[config.mk]
export PLATFORM = sky130hd
export DESIGN_NAME = pwm_capture
export DESIGN_NICKNAME = d
export VERILOG_FILES = /design/src/rtl/pwm_cap_pkg.sv /design/src/rtl/pwm_cap_div.sv /design/src/rtl/pwm_capture.sv
export SDC_FILE = /design/constraint.sdc
export NUM_CORES = 1
export LEC_CHECK = 0
export ABC_AREA = 1
export CAP_MARGIN = 20
export CORE_ASPECT_RATIO = 0.9
export CORE_MARGIN = 8
export CORE_UTILIZATION = 62
export DETAILED_ROUTE_END_ITERATION = 10
export GPL_TIMING_DRIVEN = 0
export PLACE_DENSITY = 0.82
export SYNTH_ARGS = -nofsm -noshare
export SYNTH_HDL_FRONTEND = slang
export SYNTH_SLANG_ARGS = --single-unit
[constraint.sdc]
create_clock -name clk -period 3.3 [get_ports clk]
set_input_delay 0.825 -clock clk [delete_from_list [all_inputs] [get_ports clk]]
set_output_delay 0.825 -clock clk [all_outputs]
set_load 0.05 [all_outputs]
[src/rtl/pwm_cap_pkg.sv]
// Shared constants and FSM state type for the PWM capture block.
package pwm_cap_pkg;

  localparam int unsigned CNT_W_DEF  = 16;
  localparam int unsigned DUTY_W_DEF = 8;
  localparam int unsigned DIV_ITERS  = DUTY_W_DEF + 1;

  typedef enum logic [1:0] {
    StIdleUnarmed,
    StArmed,
    StDiv
  } state_e;

endpackage

[src/rtl/pwm_cap_div.sv]
// Sequential restoring divider: quo = floor(hi * 2^DUTY_W / per), one quotient bit per cycle.
module pwm_cap_div
  import pwm_cap_pkg::*;
#(
  parameter int unsigned CNT_W  = CNT_W_DEF,
  parameter int unsigned DUTY_W = DUTY_W_DEF
) (
  input  logic              clk,
  input  logic              rst_n,
  input  logic              start,
  input  logic [CNT_W-1:0]  hi,
  input  logic [CNT_W-1:0]  per,
  output logic              done,
  output logic [DUTY_W:0]   quo
);

  localparam int unsigned QW = DUTY_W + 1;
  localparam int unsigned CW = $clog2(QW + 1);

  logic [CNT_W-1:0] rem_q, den_q, rem_d;
  logic [QW-1:0]    num_q, quo_q, quo_nx;
  logic [CW-1:0]    cnt_q;
  logic [CNT_W:0]   rem_sh;
  logic             ge;

  always_comb begin
    rem_sh = {rem_q, num_q[QW-1]};
    ge     = rem_sh >= {1'b0, den_q};
    // Remainder always stays below the divisor, so it fits back in CNT_W bits.
    rem_d  = CNT_W'(ge ? rem_sh - {1'b0, den_q} : rem_sh);
    quo_nx = QW'({quo_q, ge});
    done   = (cnt_q == CW'(1));
    quo    = quo_nx;
  end

  always_ff @(posedge clk or negedge rst_n) begin
    if (!rst_n) begin
      rem_q <= '0;
      den_q <= '0;
      num_q <= '0;
      quo_q <= '0;
      cnt_q <= '0;
    end else if (start) begin
      // Dividend is hi << DUTY_W; its bits above the quotient span seed the remainder.
      rem_q <= hi >> 1;
      den_q <= per;
      num_q <= {hi[0], {DUTY_W{1'b0}}};
      quo_q <= '0;
      cnt_q <= CW'(QW);
    end else if (cnt_q != '0) begin
      rem_q <= rem_d;
      num_q <= num_q << 1;
      quo_q <= quo_nx;
      cnt_q <= cnt_q - CW'(1);
    end
  end

endmodule

[src/rtl/pwm_capture.sv]
// PWM capture and duty-cycle decoder. Optional PWM_CAP_TIMEOUT_EN adds the stuck-input
// detector and the stuck port.
module pwm_capture
  import pwm_cap_pkg::*;
#(
  parameter int unsigned CNT_W       = CNT_W_DEF,
  parameter int unsigned DUTY_W      = DUTY_W_DEF,
  parameter int unsigned SYNC_STAGES = 2
) (
  input  logic              clk,
  input  logic              rst_n,
  input  logic              pwm_in,
  output logic [DUTY_W-1:0] duty_out,
  output logic              duty_valid,
  output logic [CNT_W-1:0]  period_out,
  output logic              busy
`ifdef PWM_CAP_TIMEOUT_EN
  ,
  output logic              stuck
`endif
);

  logic [SYNC_STAGES-1:0] sync_q;
  logic                   s, s_q, rise;
  logic [CNT_W-1:0]       per_q, hi_q, p_cap_q, period_q;
  logic [DUTY_W-1:0]      duty_q, duty_sat;
  logic                   valid_q, per_max, start, timeout;
  logic                   div_done;
  logic [DUTY_W:0]        div_quo;
  state_e                 state_q, state_d;

  assign s        = sync_q[SYNC_STAGES-1];
  assign rise     = s & ~s_q;
  assign per_max  = &per_q;
  assign start    = (state_q == StArmed) && rise && !per_max;
  assign duty_sat = div_quo[DUTY_W] ? '1 : div_quo[DUTY_W-1:0];

`ifdef PWM_CAP_TIMEOUT_EN
  assign timeout = (state_q == StArmed) && per_max && !rise;
`else
  assign timeout = 1'b0;
`endif

  always_comb begin
    state_d = state_q;
    unique case (state_q)
      StIdleUnarmed: if (rise) state_d = StArmed;
      StArmed: begin
        if (start)        state_d = StDiv;
        else if (timeout) state_d = StIdleUnarmed;
      end
      StDiv:   if (valid_q) state_d = StArmed;
      default: state_d = StIdleUnarmed;
    endcase
  end

  always_ff @(posedge clk or negedge rst_n) begin
    if (!rst_n) begin
      sync_q  <= '0;
      s_q     <= 1'b0;
      per_q   <= '0;
      hi_q    <= '0;
      state_q <= StIdleUnarmed;
    end else begin
      sync_q  <= {sync_q[SYNC_STAGES-2:0], pwm_in};
      s_q     <= s;
      state_q <= state_d;
      if (rise) begin
        per_q <= CNT_W'(1);
        hi_q  <= CNT_W'(1);
      end else begin
        if (!per_max)       per_q <= per_q + CNT_W'(1);
        if (s && !(&hi_q))  hi_q  <= hi_q + CNT_W'(1);
      end
    end
  end

  always_ff @(posedge clk or negedge rst_n) begin
    if (!rst_n) begin
      p_cap_q  <= '0;
      period_q <= '0;
      duty_q   <= '0;
      valid_q  <= 1'b0;
    end else begin
      valid_q <= 1'b0;
      if (start) p_cap_q <= per_q;
      if (div_done) begin
        duty_q   <= duty_sat;
        period_q <= p_cap_q;
        valid_q  <= 1'b1;
      end else if (timeout) begin
        duty_q   <= s ? '1 : '0;
        period_q <= '0;
        valid_q  <= 1'b1;
      end
    end
  end

`ifdef PWM_CAP_TIMEOUT_EN
  logic stuck_q;
  always_ff @(posedge clk or negedge rst_n) begin
    if (!rst_n)       stuck_q <= 1'b0;
    else if (rise)    stuck_q <= 1'b0;
    else if (timeout) stuck_q <= 1'b1;
  end
  assign stuck = stuck_q;
`endif

  pwm_cap_div #(
    .CNT_W  (CNT_W),
    .DUTY_W (DUTY_W)
  ) u_div (
    .clk   (clk),
    .rst_n (rst_n),
    .start (start),
    .hi    (hi_q),
    .per   (per_q),
    .done  (div_done),
    .quo   (div_quo)
  );

  assign duty_out   = duty_q;
  assign duty_valid = valid_q;
  assign period_out = period_q;
  assign busy       = (state_q == StDiv);

endmodule

==> flow_summary.json <==
{
  "status": "finished clean",
  "relSlewSlack_pct": 50.76,
  "seqPwrFrac_pct": 31.8,
  "cts.htree.levels": 3,
  "synth_nets": 808,
  "fin_skew_ps": 13.12,
  "whs_ps": 363.4,
  "path_clk_slew_ps": 100,
  "root_buffer": "clkbuf_8",
  "layout.nets": 848,
  "drt.antenna.violating_nets": 0,
  "syn_avg_cell_area_um2": 7.713,
  "fp.coreArea_mm2": 0.009572,
  "netlist.area_leader.share_pct": 44.33,
  "fmax_mhz": 389.1,
  "gp_congestion": 0.9755,
  "critPathMaxFanout": 2,
  "fp-row-count": 34,
  "dieArea_mm2": 0.01316,
  "synth-seq-cells": 107,
  "port_buffers": 28,
  "place_hpwl_um": 12110,
  "cp.required_ps": 2470,
  "grtUsageTotal_pct": 24.81,
  "die_h_um": 109.6,
  "grt_max_degree": 58,
  "cts_hold_buf": 0,
  "gr-usage-met3_pct": 4.517,
  "ys_types": 40,
  "die-width_um": 120.0,
  "yosysWarnings": 0,
  "first_iter_violations": 631,
  "grt_pass1_vias": 5161,
  "cp.arrival_ps": 1740,
  "endpoint_kind": "output pin",
  "grt_pass1_wl_um": 25850,
  "async_flop_share_pct": 100.0,
  "first_pass_iters": 5,
  "synth_edf_count": 0,
  "synthTopCellsByArea": "dfrtp_1, nand2_1, inv_1",
  "worstSetupStartpointType": "flop",
  "drcViolationCount": 0,
  "nFillCells": 789,
  "cts_setup_buffers": 0,
  "syn2layout_area_growth_pct": 11.46,
  "p_leak_nw": 3.274,
  "cts.sinks": 107,
  "hold_viol": 0,
  "critical_path_class": "flop to output pin",
  "worst_slew_pin_slew_ps": 738.6,
  "crit_slowest_cell": "clkdlybuf4s50_1",
  "wl_per_cell_um": 16.45,
  "power_frac_comb_pct": 53.1,
  "r2r_slack_ps": 810,
  "worstSkewPairLatency_ps": 380,
  "dr_total_vias": 5370,
  "grt_use_met1_pct": 32.96,
  "power_density_mw_per_mm2": 887.3,
  "synth_cells": 783,
  "p_int_mw": 3.191,
  "postCtsResizedCells": 0,
  "netlist_area_mm2": 0.006040,
  "synth-main-ff-cell": "dfrtp_1",
  "drive_gt1_share_pct": 6.159,
  "cts.path.max_buffers": 2,
  "wirelength_um": 15700,
  "placed_cells": 938,
  "maxSlewViolCount": 0,
  "p_switching_mw": 2.782,
  "maxCapViolations": 0,
  "register_area_mm2": 0.002678,
  "grt_use_met2_pct": 40.81,
  "post-route-period-util_pct": 77.88,
  "tritoncts": "built",
  "min_path_type": "flop to flop",
  "yosysTopAreaCell": "dfrtp_1",
  "grt.busiest_layer": "met2",
  "multiInputGateArea_mm2": 0.002805,
  "crit_chain": "inv_1 > nor2_1 > clkdlybuf4s50_1",
  "overflow": 0,
  "switching_share_pct": 46.58,
  "antenna_cells": 0,
  "slowest_delay_ps": 830,
  "viasPerCell": 5.629,
  "yosysSeqAreaShare_pct": 44.33,
  "irDropWorstVdd_uv": 606.7,
  "period_needed_ps": 2570,
  "fin_cells": 954,
  "power.share.clock_pct": 15.1,
  "rsz0062_at_grt": "false",
  "setup_viol": 0,
  "ios": 29,
  "antenna_found_initial": 0,
  "cts_made_buffers": 9,
  "initial_utilization_pct": 63.10
}
kinds of logic after synthesis:
group | count (synthesis) | share of synthesized area (%)
xor+xnor | 20 | 2.900
buf+inv | 139 | 9.219
compound gates | 132 | 11.77
simple gates | 363 | 27.10
fa+ha+maj | 22 | 4.682
flops | 107 | 44.33
cell type report:
cell class / instances / share of cell area [%]
inverter: 119 / 6.636
clock buffer: 10 / 1.896
clock inverter: 6 / 1.506
multi-input combinational: 537 / 41.67
tap: 126 / 2.342
timing repair buffer: 29 / 4.535
sequential: 107 / 39.78
buffer: 20 / 1.636
cell usage after synthesis, drive strengths merged (5+ instances only):
cell / n
buf: 9
nor3: 20
a21oi: 22
ha: 21
dfrtp: 107
inv: 118
nand2: 209
xor2: 17
nor2: 59
o21ai: 91
nand3: 54
clkbuf: 11
o22ai: 8
or2: 5
nand4: 7
layout by cell type, fill, tap and decap left out, types with 4 or more instances in the layout:
cell	count
o22ai_1	7
clkbuf_8	9
inv_2	6
o21ai_1	16
nand2_1	205
clkdlybuf4s50_1	27
a21oi_1	22
ha_1	21
nand4_1	6
clkbuf_1	12
nor2_1	52
dfrtp_1	107
o21ai_0	73
nor4_1	4
o21bai_1	4
xor2_1	17
nand3_1	54
inv_1	112
nor3_1	18
buf_2	4
nor2_8	4
per-layer routing:
layer / vias to the layer above / share of wire (%)
li1: 2588 / -
met1: 2548 / 44
met2: 201 / 46
met3: 33 / 6.8
met4: 0 / 2.3
met5: - / 0
through the flow:
step	util [%]	area, um2	power [mW]	TNS (ps)	setup WS [ps]
after detailed placement	67.93	6502	5.054	0	859.0
after global routing	70.33	6731	6.448	0	621.2
after floorplan	-	6040	4.187	0	1427
after CTS	70.33	6731	5.961	0	707.0
final	70.33	6731	5.973	0	730.0
after global placement	67.67	6477	4.958	-264700	-2478
final timing paths:
kind	startpoint	to	cells past startpoint
max	state_q[1]$_DFFE_PN0P_	busy	3
min	sync_q[0]$_DFF_PN0_	sync_q[1]$_DFF_PN0_	0
max reg2reg	u_div.den_q[8]$_DFFE_PN0P_	u_div.rem_q[1]$_DFFE_PN0P_	11
min reg2reg	sync_q[0]$_DFF_PN0_	sync_q[1]$_DFF_PN0_	0
max in group asynchronous	rst_n	u_div.rem_q[8]$_DFFE_PN0P_	2
min in group asynchronous	rst_n	state_q[0]$_DFFE_PN0P_	1
power by group through the flow:
stage                     Sequential [mW]  Combinational, mW  Clock, mW
final                                1.90               3.17      0.900
after global routing                 1.93               3.55      0.963
after CTS                            1.90               3.15      0.916
after detailed placement             1.92               3.13          0
after global placement               1.91               3.04          0
after floorplan                      2.12               2.06          0
registers in the layout, summed over array words and instances, names as in the netlist:
register     count
u_div.num_q      1
s_q              1
duty_valid       1
hi_q            16
state_q          2
period_out      16
u_div.den_q     16
u_div.quo_q      8
u_div.cnt_q      4
duty_out         8
u_div.rem_q     16
sync_q           2
per_q           16
critical path: cells and delay by family, from the launching register on:
family                 cells  cell delay [ps]
flip-flops                 1              360
AND/OR/NAND/NOR            1              130
buffers and inverters      2              890
(Power assumes the default switching activity.)
